File: src/rtl/market_pkg.sv
// market_pkg: shared types and constants for market_update_scheduler.
//   state_t     - scheduler FSM states (IDLE, REQ, CALC, WRITE)
//   DEF_*       - default parameter values
//   init_price  - reset price, the midpoint of the legal price range
package market_pkg;

  typedef enum logic [1:0] {
    IDLE  = 2'd0,
    REQ   = 2'd1,
    CALC  = 2'd2,
    WRITE = 2'd3
  } state_t;

  localparam int DEF_NUM_STOCKS  = 4;
  localparam int DEF_PRICE_W     = 8;
  localparam int DEF_UPPER_BOUND = 100;
  localparam int DEF_LOWER_BOUND = 20;
  localparam int DEF_STEP_BITS   = 3;

  function automatic int init_price(input int lo, input int hi);
    return (lo + hi) / 2;
  endfunction

endpackage

File: src/rtl/price_step.sv
// price_step: purely combinational bounded price step.
//   price     in  PRICE_W    current price
//   delta     in  STEP_BITS  step magnitude
//   dir       in  1          0 = up, 1 = down
//   new_price out PRICE_W    stepped price clamped to [LOWER_BOUND, UPPER_BOUND]
//   clamped   out 1          high when the clamp changed the raw result
module price_step
  import market_pkg::*;
#(
  parameter int PRICE_W     = DEF_PRICE_W,
  parameter int STEP_BITS   = DEF_STEP_BITS,
  parameter int UPPER_BOUND = DEF_UPPER_BOUND,
  parameter int LOWER_BOUND = DEF_LOWER_BOUND
) (
  input  logic [PRICE_W-1:0]   price,
  input  logic [STEP_BITS-1:0] delta,
  input  logic                 dir,
  output logic [PRICE_W-1:0]   new_price,
  output logic                 clamped
);

  localparam logic [PRICE_W:0] HI = (PRICE_W+1)'(UPPER_BOUND);
  localparam logic [PRICE_W:0] LO = (PRICE_W+1)'(LOWER_BOUND);

  logic [PRICE_W:0] ext_price;
  logic [PRICE_W:0] ext_delta;
  logic [PRICE_W:0] raw;
  logic             underflow;

  // The extra top bit keeps an upward step from wrapping; a downward step
  // that would go negative is caught explicitly as underflow.
  always_comb begin
    ext_price = {1'b0, price};
    ext_delta = (PRICE_W+1)'(delta);
    underflow = 1'b0;
    raw       = ext_price + ext_delta;
    if (dir) begin
      underflow = (ext_price < ext_delta);
      raw       = ext_price - ext_delta;
    end
    new_price = raw[PRICE_W-1:0];
    clamped   = 1'b0;
    if (underflow || (raw < LO)) begin
      new_price = LO[PRICE_W-1:0];
      clamped   = 1'b1;
    end else if (raw > HI) begin
      new_price = HI[PRICE_W-1:0];
      clamped   = 1'b1;
    end
  end

endmodule

File: src/rtl/market_update_scheduler.sv
// market_update_scheduler: each tick starts one round-robin sweep over the
// stock bank; every stock fetches one random byte and takes a bounded step.
//   clock_50    in   rising-edge clock
//   reset       in   synchronous, active-low reset
//   tick        in   sweep-start pulse; a tick while busy is dropped (overrun)
//   rng_req     out  random value request (high in every REQ cycle)
//   rng_ack     in   rng_value valid this cycle
//   rng_value   in   random byte
//   sel         in   price read select
//   price_out   out  price[sel], combinational
//   update_idx  out  stock being processed
//   update_done out  one-cycle pulse in the cycle price[update_idx] is written
//   busy        out  FSM not idle
//   overrun     out  sticky dropped-tick flag, cleared only by reset
//   state       out  current FSM state (debug visibility)
// Optional feature macro: MARKET_TREND_EN adds a per-stock trend bit that
// sets the step direction instead of rng_value[7].
//
// Handshake: a random byte is transferred on a rising edge where rng_req and
// rng_ack are both high. rng_req rises on entering REQ, stays high until that
// transfer edge, and is low from the next cycle. rng_ack in any other cycle
// is ignored.
module market_update_scheduler
  import market_pkg::*;
#(
  parameter int NUM_STOCKS  = DEF_NUM_STOCKS,
  parameter int PRICE_W     = DEF_PRICE_W,
  parameter int UPPER_BOUND = DEF_UPPER_BOUND,
  parameter int LOWER_BOUND = DEF_LOWER_BOUND,
  parameter int STEP_BITS   = DEF_STEP_BITS
) (
  input  logic                          clock_50,
  input  logic                          reset,
  input  logic                          tick,
  output logic                          rng_req,
  input  logic                          rng_ack,
  input  logic [7:0]                    rng_value,
  input  logic [$clog2(NUM_STOCKS)-1:0] sel,
  output logic [PRICE_W-1:0]            price_out,
  output logic [$clog2(NUM_STOCKS)-1:0] update_idx,
  output logic                          update_done,
  output logic                          busy,
  output logic                          overrun,
  output state_t                        state
);

  localparam int                  IDX_W    = $clog2(NUM_STOCKS);
  localparam logic [IDX_W-1:0]    LAST_IDX = IDX_W'(NUM_STOCKS - 1);
  localparam logic [PRICE_W-1:0]  INIT     = PRICE_W'(init_price(LOWER_BOUND, UPPER_BOUND));

  state_t               state_q, state_d;
  logic [IDX_W-1:0]     idx_q;
  logic [STEP_BITS-1:0] delta_q;
  logic [PRICE_W-1:0]   result_q;
  logic                 overrun_q;
  logic [PRICE_W-1:0]   bank [NUM_STOCKS];

  logic                 step_dir;
  logic [PRICE_W-1:0]   step_price;
  logic                 step_clamped;
  logic                 unused_bits;

`ifdef MARKET_TREND_EN
  logic [NUM_STOCKS-1:0] trend_q;
  logic                  flip_q;     // captured byte[7:6] == 2'b11
  logic                  clamped_q;
  assign step_dir    = trend_q[idx_q];
  assign unused_bits = ^rng_value;
`else
  logic                  dir_q;
  assign step_dir    = dir_q;
  assign unused_bits = ^{rng_value, step_clamped};
`endif

  price_step #(
    .PRICE_W     (PRICE_W),
    .STEP_BITS   (STEP_BITS),
    .UPPER_BOUND (UPPER_BOUND),
    .LOWER_BOUND (LOWER_BOUND)
  ) u_price_step (
    .price     (bank[idx_q]),
    .delta     (delta_q),
    .dir       (step_dir),
    .new_price (step_price),
    .clamped   (step_clamped)
  );

  // FSM state register
  always_ff @(posedge clock_50) begin
    if (!reset) begin
      state_q <= IDLE;
    end else begin
      state_q <= state_d;
    end
  end

  // FSM next state
  always_comb begin
    state_d = state_q;
    case (state_q)
      IDLE:    if (tick) state_d = REQ;
      REQ:     if (rng_ack) state_d = CALC;
      CALC:    state_d = WRITE;
      WRITE:   state_d = (idx_q == LAST_IDX) ? IDLE : REQ;
      default: state_d = IDLE;
    endcase
  end

  // Datapath: index, captured byte, step result, price bank, overrun flag
  always_ff @(posedge clock_50) begin
    if (!reset) begin
      idx_q     <= '0;
      delta_q   <= '0;
      result_q  <= INIT;
      overrun_q <= 1'b0;
      for (int i = 0; i < NUM_STOCKS; i++) begin
        bank[i] <= INIT;
      end
`ifdef MARKET_TREND_EN
      trend_q   <= '0;
      flip_q    <= 1'b0;
      clamped_q <= 1'b0;
`else
      dir_q     <= 1'b0;
`endif
    end else begin
      // Any tick outside IDLE is dropped; the running sweep is untouched.
      if (tick && (state_q != IDLE)) begin
        overrun_q <= 1'b1;
      end
      case (state_q)
        IDLE: begin
          if (tick) idx_q <= '0;
        end
        REQ: begin
          if (rng_ack) begin
            delta_q <= rng_value[STEP_BITS-1:0];
`ifdef MARKET_TREND_EN
            flip_q  <= &rng_value[7:6];
`else
            dir_q   <= rng_value[7];
`endif
          end
        end
        CALC: begin
          result_q  <= step_price;
`ifdef MARKET_TREND_EN
          clamped_q <= step_clamped;
`endif
        end
        WRITE: begin
          bank[idx_q] <= result_q;
          if (idx_q != LAST_IDX) idx_q <= idx_q + 1'b1;
`ifdef MARKET_TREND_EN
          if (clamped_q || flip_q) trend_q[idx_q] <= ~trend_q[idx_q];
`endif
        end
        default: ;
      endcase
    end
  end

  assign rng_req     = (state_q == REQ);
  assign update_done = (state_q == WRITE);
  assign busy        = (state_q != IDLE);
  assign overrun     = overrun_q;
  assign update_idx  = idx_q;
  assign price_out   = bank[sel];
  assign state       = state_q;

endmodule

File: config.mk
export PLATFORM = sky130hd
export DESIGN_NAME = market_update_scheduler
export DESIGN_NICKNAME = d
export VERILOG_FILES = /design/src/rtl/market_pkg.sv /design/src/rtl/price_step.sv /design/src/rtl/market_update_scheduler.sv
export SDC_FILE = /design/constraint.sdc
export NUM_CORES = 1
export LEC_CHECK = 0
export CAP_MARGIN = 20
export CORE_MARGIN = 2
export CORE_UTILIZATION = 45
export DETAILED_ROUTE_END_ITERATION = 8
export GPL_TIMING_DRIVEN = 1
export PLACE_DENSITY = 0.64
export SLEW_MARGIN = 20
export SYNTH_ARGS = -nofsm -noshare
export SYNTH_HDL_FRONTEND = slang
export SYNTH_SLANG_ARGS = --single-unit
export TNS_END_PERCENT = 50
File: constraint.sdc
create_clock -name clock_50 -period 3.3 [get_ports clock_50]
set_input_delay 0.825 -clock clock_50 [delete_from_list [all_inputs] [get_ports clock_50]]
set_output_delay 0.825 -clock clock_50 [all_outputs]
set_load 0.01 [all_outputs]
======== After elaboration in Yosys (flattened, before gate mapping) ========
Memories as Yosys holds them, arrays and structs flattened. A register that Yosys moved wholly into a read port is not among the register bits.
Index checks and enable logic that the tools add are counted.
operators by class
  reduce and logical (&&, ||, !) cells .... 9
  magnitude comparators ................... 3
  add/subtract/negate cells ............... 3
  eq/ne operators ......................... 8
  muxes and demuxes ....................... 20
operator list
  cell                                                                      number
  8-bit two-way mux                                                         3
  2-bit two-way mux                                                         7
  8-bit by 3-bit adder with 9-bit output                                    1
  9-bit by 7-bit > comparator with 1-bit output (second input constant)     1
  9-bit by 5-bit < comparator with 1-bit output (second input constant)     1
  9-bit two-way mux                                                         1
  8-bit by 3-bit subtractor with 9-bit output                               1
  8-bit by 3-bit < comparator with 1-bit output                             1
  2-bit one-hot mux with 4 select lines                                     1
  8-bit OR reduction                                                        1
  1-bit two-way mux                                                         7
  2-bit == test (second input constant)                                     3
  2-bit by 1-bit inequality test with 1-bit output (second input constant)  2
  2-bit inequality test (second input constant)                             2
  2-bit one-hot mux with 2 select lines                                     1
  2-bit AND reduction                                                       2
  2-bit nonzero test                                                        2
  3-bit AND reduction                                                       1
  2-bit by 1-bit adder with 2-bit output (second input constant)            1
  2-bit by 1-bit == test with 1-bit output (second input constant)          1
  2-bit logical NOT                                                         1
  1-bit logical AND                                                         1
  1-bit logical OR                                                          1
storage, ports and cells
  bits of input ports ..................... 14
  bits in registers ....................... 17
  memories kept ........................... 1
  word-level logic and storage cells ...... 50
  output and inout port bits .............. 16
  RAM bits ................................ 32
memory list
  memory  words  bits a word  rd ports  clocked after Yosys merged registers in  wr ports  line                           RTL
  bank    4      8            2         1                                        4         market_update_scheduler.sv:56  logic [PRICE_W-1:0] bank [NUM_STOCKS];

======== Longest topological paths before layout ========
  depth in word-level cells ............... 6
  gate-level depth with buffers ........... 13
  depth with buffers taken out ............ 12

======== By module ========
From an unflattened synthesis, not the netlist that was laid out.
unflattened totals
  cells, all modules ...................... 258
  area, all modules ....................... 3011.6 µm²
by module, submodules not included
  module                   instances  cells each  area an instance (µm²)
  market_update_scheduler  1          183         2428.6
  price_step               1          75          583.1

======== Least setup slack after synthesis ========
OpenSTA, ideal clock, no wires.
  kind .................................... register to register
  start ................................... register with a tool-made name
  end ..................................... register result_q[2]
  arrival ................................. 3117 ps
  path buffers ............................ 1
  setup time .............................. 122 ps
  stages on the path, launching flop included .. 13
  slack ................................... 61 ps
  data required time ...................... 3178 ps
  path through ............................ dfxtp_1 > buf_6 > mux4_1 > inv_1 > ha_1 > inv_1 > fa_1 > a21oi_1 > a22oi_1 > xnor2_1 > or3_1 > a31o_2 > o32a_1
RTL lines
  what                  line                            RTL
  to (signal assigned)  market_update_scheduler.sv:146  result_q <= step_price;
  to (decl)             market_update_scheduler.sv:54   logic [PRICE_W-1:0] result_q;

==> metrics.txt <==
# TYPE chip_impl_metric gauge
chip_impl_metric{name="grt_start_max_net_pins",unit=""} 19
chip_impl_metric{name="antenna_violating_nets_post_route",unit=""} 0
chip_impl_metric{name="cts_buffers",unit=""} 5
chip_impl_metric{name="max_slew_violation_total_from_the_final_report",unit=""} 0
chip_impl_metric{name="syn_area",unit="um2"} 2940
chip_impl_metric{name="final_hpwl_dp",unit="um"} 4810
chip_impl_metric{name="final_layout_size_suffix_gt1_frac",unit=""} 0.242
chip_impl_metric{name="setup_violations",unit=""} 0
chip_impl_metric{name="coreArea",unit="um2"} 6310
chip_impl_metric{name="diodes",unit=""} 0
chip_impl_info{name="worst-setup-path-type",value="reg2reg"} 1
chip_impl_metric{name="nets_final",unit=""} 331
chip_impl_metric{name="seq_area",unit="um2"} 1350
chip_impl_metric{name="period_share",unit=""} 0.975
chip_impl_metric{name="synth.avg_cell_area",unit="um2"} 11.9
chip_impl_info{name="netlist_top_cells_area",value="sky130_fd_sc_hd__edfxtp_1, sky130_fd_sc_hd__dfxtp_1, sky130_fd_sc_hd__mux4_2"} 1
chip_impl_metric{name="max_clock_freq",unit="GHz"} 0.311
chip_impl_info{name="min_path_type",value="reg2reg"} 1
chip_impl_metric{name="worstSkewPairLatency",unit="ps"} 310
chip_impl_metric{name="route.vias.total",unit=""} 2072
chip_impl_metric{name="layout-area-overhead-vs-synth",unit="%"} 22.8
chip_impl_metric{name="synth-async-reset-ratio",unit=""} 0
chip_impl_metric{name="grt_first_pass_wirelength",unit="um"} 10400
chip_impl_metric{name="seq_area_frac_synth",unit=""} 0.457
chip_impl_metric{name="required",unit="ps"} 3510
chip_impl_metric{name="post-route-drc-count",unit=""} 0
chip_impl_metric{name="total_global_routing_track_utilization",unit=""} 0.188
chip_impl_metric{name="number_of_iterations_in_the_first_detailed_routing_pass",unit=""} 4
chip_impl_metric{name="io_buffers",unit=""} 25
chip_impl_info{name="critical_path.startpoint_type",value="register"} 1
chip_impl_metric{name="clock_sink_count",unit=""} 51
chip_impl_metric{name="worst-slew-pin-transition",unit="ps"} 487
chip_impl_metric{name="htree_levels",unit=""} 2
chip_impl_metric{name="static-leakage-power",unit="nW"} 1.27
chip_impl_metric{name="gp_routability_congestion",unit=""} 0.852
chip_impl_metric{name="finalCriticalPeriod",unit="ps"} 3220
chip_impl_metric{name="routed_wl",unit="um"} 6440
chip_impl_info{name="yosys_most_used_dff",value="sky130_fd_sc_hd__edfxtp_1"} 1
chip_impl_metric{name="cpPeakStageDelay",unit="ps"} 580
chip_impl_info{name="timing.critical_path.cells",value="buf_6 > mux4_2 > ha_1 > nand2b_1 > a21oi_2 > a22oi_2 > xnor2_1 > or3_1 > a31o_2 > o32a_1"} 1
chip_impl_metric{name="finalHoldWorstSlack",unit="ps"} 478
chip_impl_metric{name="grt_antenna_before_repair",unit=""} 0
chip_impl_metric{name="die_h",unit="um"} 84.8
chip_impl_metric{name="rows",unit=""} 29
chip_impl_metric{name="ios",unit=""} 30
chip_impl_metric{name="multiInputGateArea",unit="um2"} 1530
chip_impl_info{name="outcome",value="finished, final reports clean"} 1
chip_impl_metric{name="clk_pin_slew",unit="ps"} 100
chip_impl_metric{name="drt_iter0_markers",unit=""} 85
chip_impl_metric{name="power_per_cell_area",unit="nW/um2"} 502
chip_impl_metric{name="synth_top_area_frac",unit=""} 0.327
chip_impl_metric{name="synth_edf_count",unit=""} 32
chip_impl_info{name="cts-root-buf",value="sky130_fd_sc_hd__clkbuf_8"} 1
chip_impl_metric{name="ys_seq_elements",unit=""} 51
chip_impl_metric{name="design.die.area",unit="um2"} 7190
chip_impl_info{name="slowest_stage",value="sky130_fd_sc_hd__mux4_2"} 1
chip_impl_metric{name="relSlewSlack",unit=""} 0.675
chip_impl_metric{name="max_cap_violations",unit=""} 0
chip_impl_metric{name="vdd.ir_drop.worst",unit="V"} 0.000396
chip_impl_metric{name="routed_wire_length_per_instance",unit="um"} 17.0
chip_impl_metric{name="cts_max_path_buffers",unit=""} 2
chip_impl_metric{name="start_util",unit=""} 0.465
chip_impl_metric{name="post_synthesis_cell_type_count",unit=""} 49
chip_impl_metric{name="route.detailed.vias_per_inst",unit=""} 5.47
chip_impl_metric{name="synthesis.instances",unit=""} 247
chip_impl_metric{name="total_power",unit="mW"} 1.81
chip_impl_metric{name="worstPathArrival",unit="ps"} 3430
chip_impl_info{name="cts_tree",value="done"} 1
chip_impl_metric{name="crit_path_max_fanout",unit=""} 7
chip_impl_metric{name="globalRouteOverflowTotal",unit=""} 0
chip_impl_metric{name="n_fill_cell",unit=""} 562
chip_impl_metric{name="synth.yosys.warnings",unit=""} 0
chip_impl_metric{name="ctsHoldBuffers",unit=""} 0
chip_impl_metric{name="timing_hold_violations_final",unit=""} 0
chip_impl_metric{name="grt_pass1_vias",unit=""} 2053
chip_impl_metric{name="worst_clock_skew",unit="ps"} 13.6
chip_impl_info{name="synth_area_leader_cell",value="sky130_fd_sc_hd__edfxtp_1"} 1
chip_impl_metric{name="dieWidth",unit="um"} 84.8
chip_impl_metric{name="synth_fp_nets",unit=""} 277
chip_impl_info{name="hp-start",value="overrun$_SDFFE_PN0P_"} 1
chip_impl_info{name="timing.critical_path.to_type",value="register"} 1
-- through the flow --
step | area (um2) | worst slack, ps | std cells | TNS, ps | utilization
3_3_place_gp | 3450 | -138 | 367 | -625 | 0.546
3_5_place_dp | 3450 | -149 | 367 | -697 | 0.546
4_1_cts | 3540 | 0.777 | 376 | 0 | 0.560
6_report | 3600 | 81.8 | 379 | 0 | 0.571
5_1_grt | 3600 | -10.5 | 379 | -13.7 | 0.571
2_1_floorplan | 2940 | 60.7 | 247 | 0 | -
-- report_power, final --
part / internal (mW) / switching, mW
Clock: 0.156 / 0.227
Sequential: 0.727 / 0.0544
Combinational: 0.324 / 0.320
-- final timing paths --
kind	end	slack (ps)	cells after the start
setup / recovery	result_q[2]$_SDFFE_PN1N_	80	10
hold / removal	overrun$_SDFFE_PN0P_	480	2
setup reg to reg	result_q[2]$_SDFFE_PN1N_	80	10
hold reg to reg	overrun$_SDFFE_PN0P_	480	2
-- worst max-delay path: cells and delay by family (launching register included) --
family,cells,cell delay [ps]
AOI/OAI and AO/OA,4,870
xor gates and xnor gates,1,190
adders and majority gates,1,360
buffers and inverters,1,150
DFF,1,390
muxes,1,580
and+or+nand+nor,2,580
-- layout by cell type, fill, tap and decap left out, types with 2 or more instances in the layout --
cell type,n
sky130_fd_sc_hd__nor2_1,6
sky130_fd_sc_hd__inv_1,14
sky130_fd_sc_hd__a21oi_1,10
sky130_fd_sc_hd__or2_2,4
sky130_fd_sc_hd__a21oi_2,3
sky130_fd_sc_hd__and2_1,15
sky130_fd_sc_hd__and3_1,4
sky130_fd_sc_hd__xor2_1,2
sky130_fd_sc_hd__mux4_2,13
sky130_fd_sc_hd__nand3_1,10
sky130_fd_sc_hd__o21ai_0,6
sky130_fd_sc_hd__clkbuf_8,5
sky130_fd_sc_hd__mux2i_1,6
sky130_fd_sc_hd__nand2b_1,17
sky130_fd_sc_hd__o21a_1,2
sky130_fd_sc_hd__dlygate4sd2_1,6
sky130_fd_sc_hd__clkdlybuf4s50_1,17
sky130_fd_sc_hd__xnor2_1,4
sky130_fd_sc_hd__mux4_1,2
sky130_fd_sc_hd__dlymetal6s2s_1,2
sky130_fd_sc_hd__o21ai_1,2
sky130_fd_sc_hd__a22oi_1,2
sky130_fd_sc_hd__nor2b_1,2
sky130_fd_sc_hd__dfxtp_1,18
sky130_fd_sc_hd__nand2_1,20
sky130_fd_sc_hd__edfxtp_1,32
sky130_fd_sc_hd__ha_1,12
sky130_fd_sc_hd__o21bai_1,2
sky130_fd_sc_hd__o41ai_2,2
sky130_fd_sc_hd__inv_6,2
sky130_fd_sc_hd__nor3b_1,2
sky130_fd_sc_hd__buf_4,28
-- kinds of logic (layout without fill, tap and decap cells) --
kind of cell    Yosys count  in the layout  synth area share
flops                    51             51             0.457
buf+inv                  22             77            0.0320
fa+ha+maj                16             16            0.0733
xor+xnor                  6              6            0.0179
simple gates             87             87             0.161
compound gates           43             43             0.113
mux                      22             22             0.146
-- area by class of cell --
| cell class | instances | area share |
|---|---|---|
| timing repair buffer | 55 | 0.136 |
| sequential | 51 | 0.373 |
| inverter | 14 | 0.0146 |
| clock buffer | 5 | 0.0191 |
| clock inverter | 3 | 0.00729 |
| tap | 77 | 0.0267 |
| multi-input combinational | 174 | 0.423 |
-- routing by layer --
layer | part of all wire | GRT usage | up-vias
li1 | - | - | 1020
met1 | 0.46 | 0.251 | 1007
met2 | 0.50 | 0.324 | 37
met3 | 0.033 | 0.0324 | 8
met4 | 0.012 | 0.0390 | 0
met5 | 0 | 0 | -
-- registers in the layout, indices dropped and copies added (netlist names), named ones only --
signal and flops:
bank 32, delta_q 3, dir_q 1, overrun 1, result_q 8, state 2, update_idx 2
-- synth_stat cells (2+ instances only) --
library cell and instances:
sky130_fd_sc_hd__edfxtp_1 32, sky130_fd_sc_hd__nand3_1 10, sky130_fd_sc_hd__o21bai_1 2, sky130_fd_sc_hd__dfxtp_1 19, sky130_fd_sc_hd__o21a_1 2, sky130_fd_sc_hd__inv_1 14, sky130_fd_sc_hd__xor2_1 2, sky130_fd_sc_hd__nor2b_1 3
sky130_fd_sc_hd__clkbuf_1 4, sky130_fd_sc_hd__and3_1 4, sky130_fd_sc_hd__nor2_1 6, sky130_fd_sc_hd__nand2b_1 17, sky130_fd_sc_hd__o21ai_0 8, sky130_fd_sc_hd__a21oi_1 13, sky130_fd_sc_hd__a22oi_1 3, sky130_fd_sc_hd__buf_1 2
sky130_fd_sc_hd__fa_1 2, sky130_fd_sc_hd__mux2i_1 6, sky130_fd_sc_hd__ha_1 14, sky130_fd_sc_hd__mux4_2 10, sky130_fd_sc_hd__o41ai_2 2, sky130_fd_sc_hd__mux4_1 5, sky130_fd_sc_hd__and2_1 15, sky130_fd_sc_hd__nand2_1 20
sky130_fd_sc_hd__xnor2_1 4, sky130_fd_sc_hd__or2_2 4, sky130_fd_sc_hd__nor3b_1 2
-- what timing repair did --
| item | CTS | global route |
|---|---|---|
| pin swaps | 1 | 2 |
| setup buffers | 1 | 3 |
| gates resized for setup | 11 | 13 |
| endpoints found under the setup margin | 11 | 7 |
(Power assumes the default switching activity.)
==> RTL change, RTL diff (same flow settings) <==
`DEF_PRICE_W`: 8 -> 12.
--- a/src/rtl/market_pkg.sv
+++ b/src/rtl/market_pkg.sv
@@ -13,5 +13,5 @@
 
   localparam int DEF_NUM_STOCKS  = 4;
-  localparam int DEF_PRICE_W     = 8;
+  localparam int DEF_PRICE_W     = 12;
   localparam int DEF_UPPER_BOUND = 100;
   localparam int DEF_LOWER_BOUND = 20;
Ports: changed (resized price_out); port bits go from 30 to 34. No check against the original RTL was run, so the function may have changed too.
==> RTL change against the unedited design <==
Total power is 49% higher. Via count is 43% higher. Synthesized cell count is 39% higher. Synthesized area is 39% higher. Sequential cell count is 20 higher. Global-route usage is 1.9 points higher. Worst hold slack better by 0.029 ns. Design area is 44% higher. Die area is 37% higher. Cell count is 39% higher. Worst setup slack worse by 0.016 ns. Critical path depth is 3 higher. First-iteration DRC count is 80% higher. Routed wire length is 51% higher. Largest power group unchanged.
==> RTL change: results (changes against the unedited design) <==
- Final RePlAce weighted congestion: 0.888 (+4.2%)
- Post-Synth XOR/XNOR Area: 1.50% (-0.29 points)
- Synth Area in Adders: 4.96% (-2.4 points)
- Top post-synthesis cells by area: edfxtp_1 35%, dfxtp_1 11%, mux4_2 7.7%
- Routed wire length on met2: 4720 microns (+47%)
- Multi-input logic area: 0.00220 sq mm (+44%)
- Seq/Total Area, Yosys: 46.6% (+0.89 points)
- Vias in the first global route: 2985 (+45%)
- Net Count, Synth: 372 (+34%)
- Detailed placement HPWL: 6740 microns (+40%)
- Register Area: 0.00191 sq mm (+42%)
- P_comb: 833 uW (+29%)
- Final worst-path cycle share: 98.0% (+0.49 points)
- Status: finished, final reports clean
- Via density: 5.63 (+3.0%)
- Repair and plain buffers: 78 (+42%)
- Netlist cell types: 55 (+12%)
- H-tree depth: 3 (+1)
- Global routing usage on met3: 3.09% (-0.15 points)
- Top flop regs: bank x48, result_q x12, delta_q x3
- Dpl ws: -0.302 ns (-0.154 ns)
- Signal buffers share of area: 12.9% (-0.72 points)
- Clock share of power: 29.0% (+7.8 points)
- Post-synthesis mux area share: 14.9% (+0.35 points)
- Nets: 444 (+34%)
- Setup Skew: 0.0128 ns (-0.000776 ns)
- Compound-gate portion of the synthesized area: 10.0% (-1.3 points)
- Cts repair resizes: 24 (+13)
- Multi-In Gates: 238 (+37%)
- Largest net degree at the start of global routing: 30 (+11)
- Worst R2R Setup Slack: 0.07 ns (-0.02 ns)
- Starting DRT DRC Count: 153 (+80%)
- Clk Latency, worst-skew pair: 0.35 ns (+0.04 ns)
==> RTL change: cell types whose count changed after synthesis, sizes merged, moves of 5 or more <==
| cell | unedited run | this run |
|---|---|---|
| nand2b | 17 | 7 |
| nor4 | 0 | 7 |
| a21oi | 13 | 7 |
| edfxtp | 32 | 48 |
| nor3 | 2 | 8 |
| and2 | 15 | 33 |
| o21ai | 8 | 13 |
| mux4 | 15 | 24 |
| clkbuf | 4 | 15 |
| nor2b | 3 | 9 |
| and3 | 4 | 10 |
| nand2 | 20 | 25 |
==> RTL change: critical path: cells and delay by family, from the launching register on <==
kind / cells / cell delay, ns
buf+inv: 3 / 0.30
flops: 1 / 0.39
compound gates: 5 / 0.89
mux: 1 / 0.57
fa+ha+maj: 2 / 0.55
simple gates: 2 / 0.48
==> RTL change: metrics by stage <==
stage	power, uW	TNS [ns]	cells	area, sq um
floorplan	1540	0	343	4090
global placement	1850	-1.63	508	4810
detailed placement	1870	-2.27	508	4810
CTS	2660	0	525	5060
global route	2830	-0.206	528	5200
finish	2690	0	528	5200
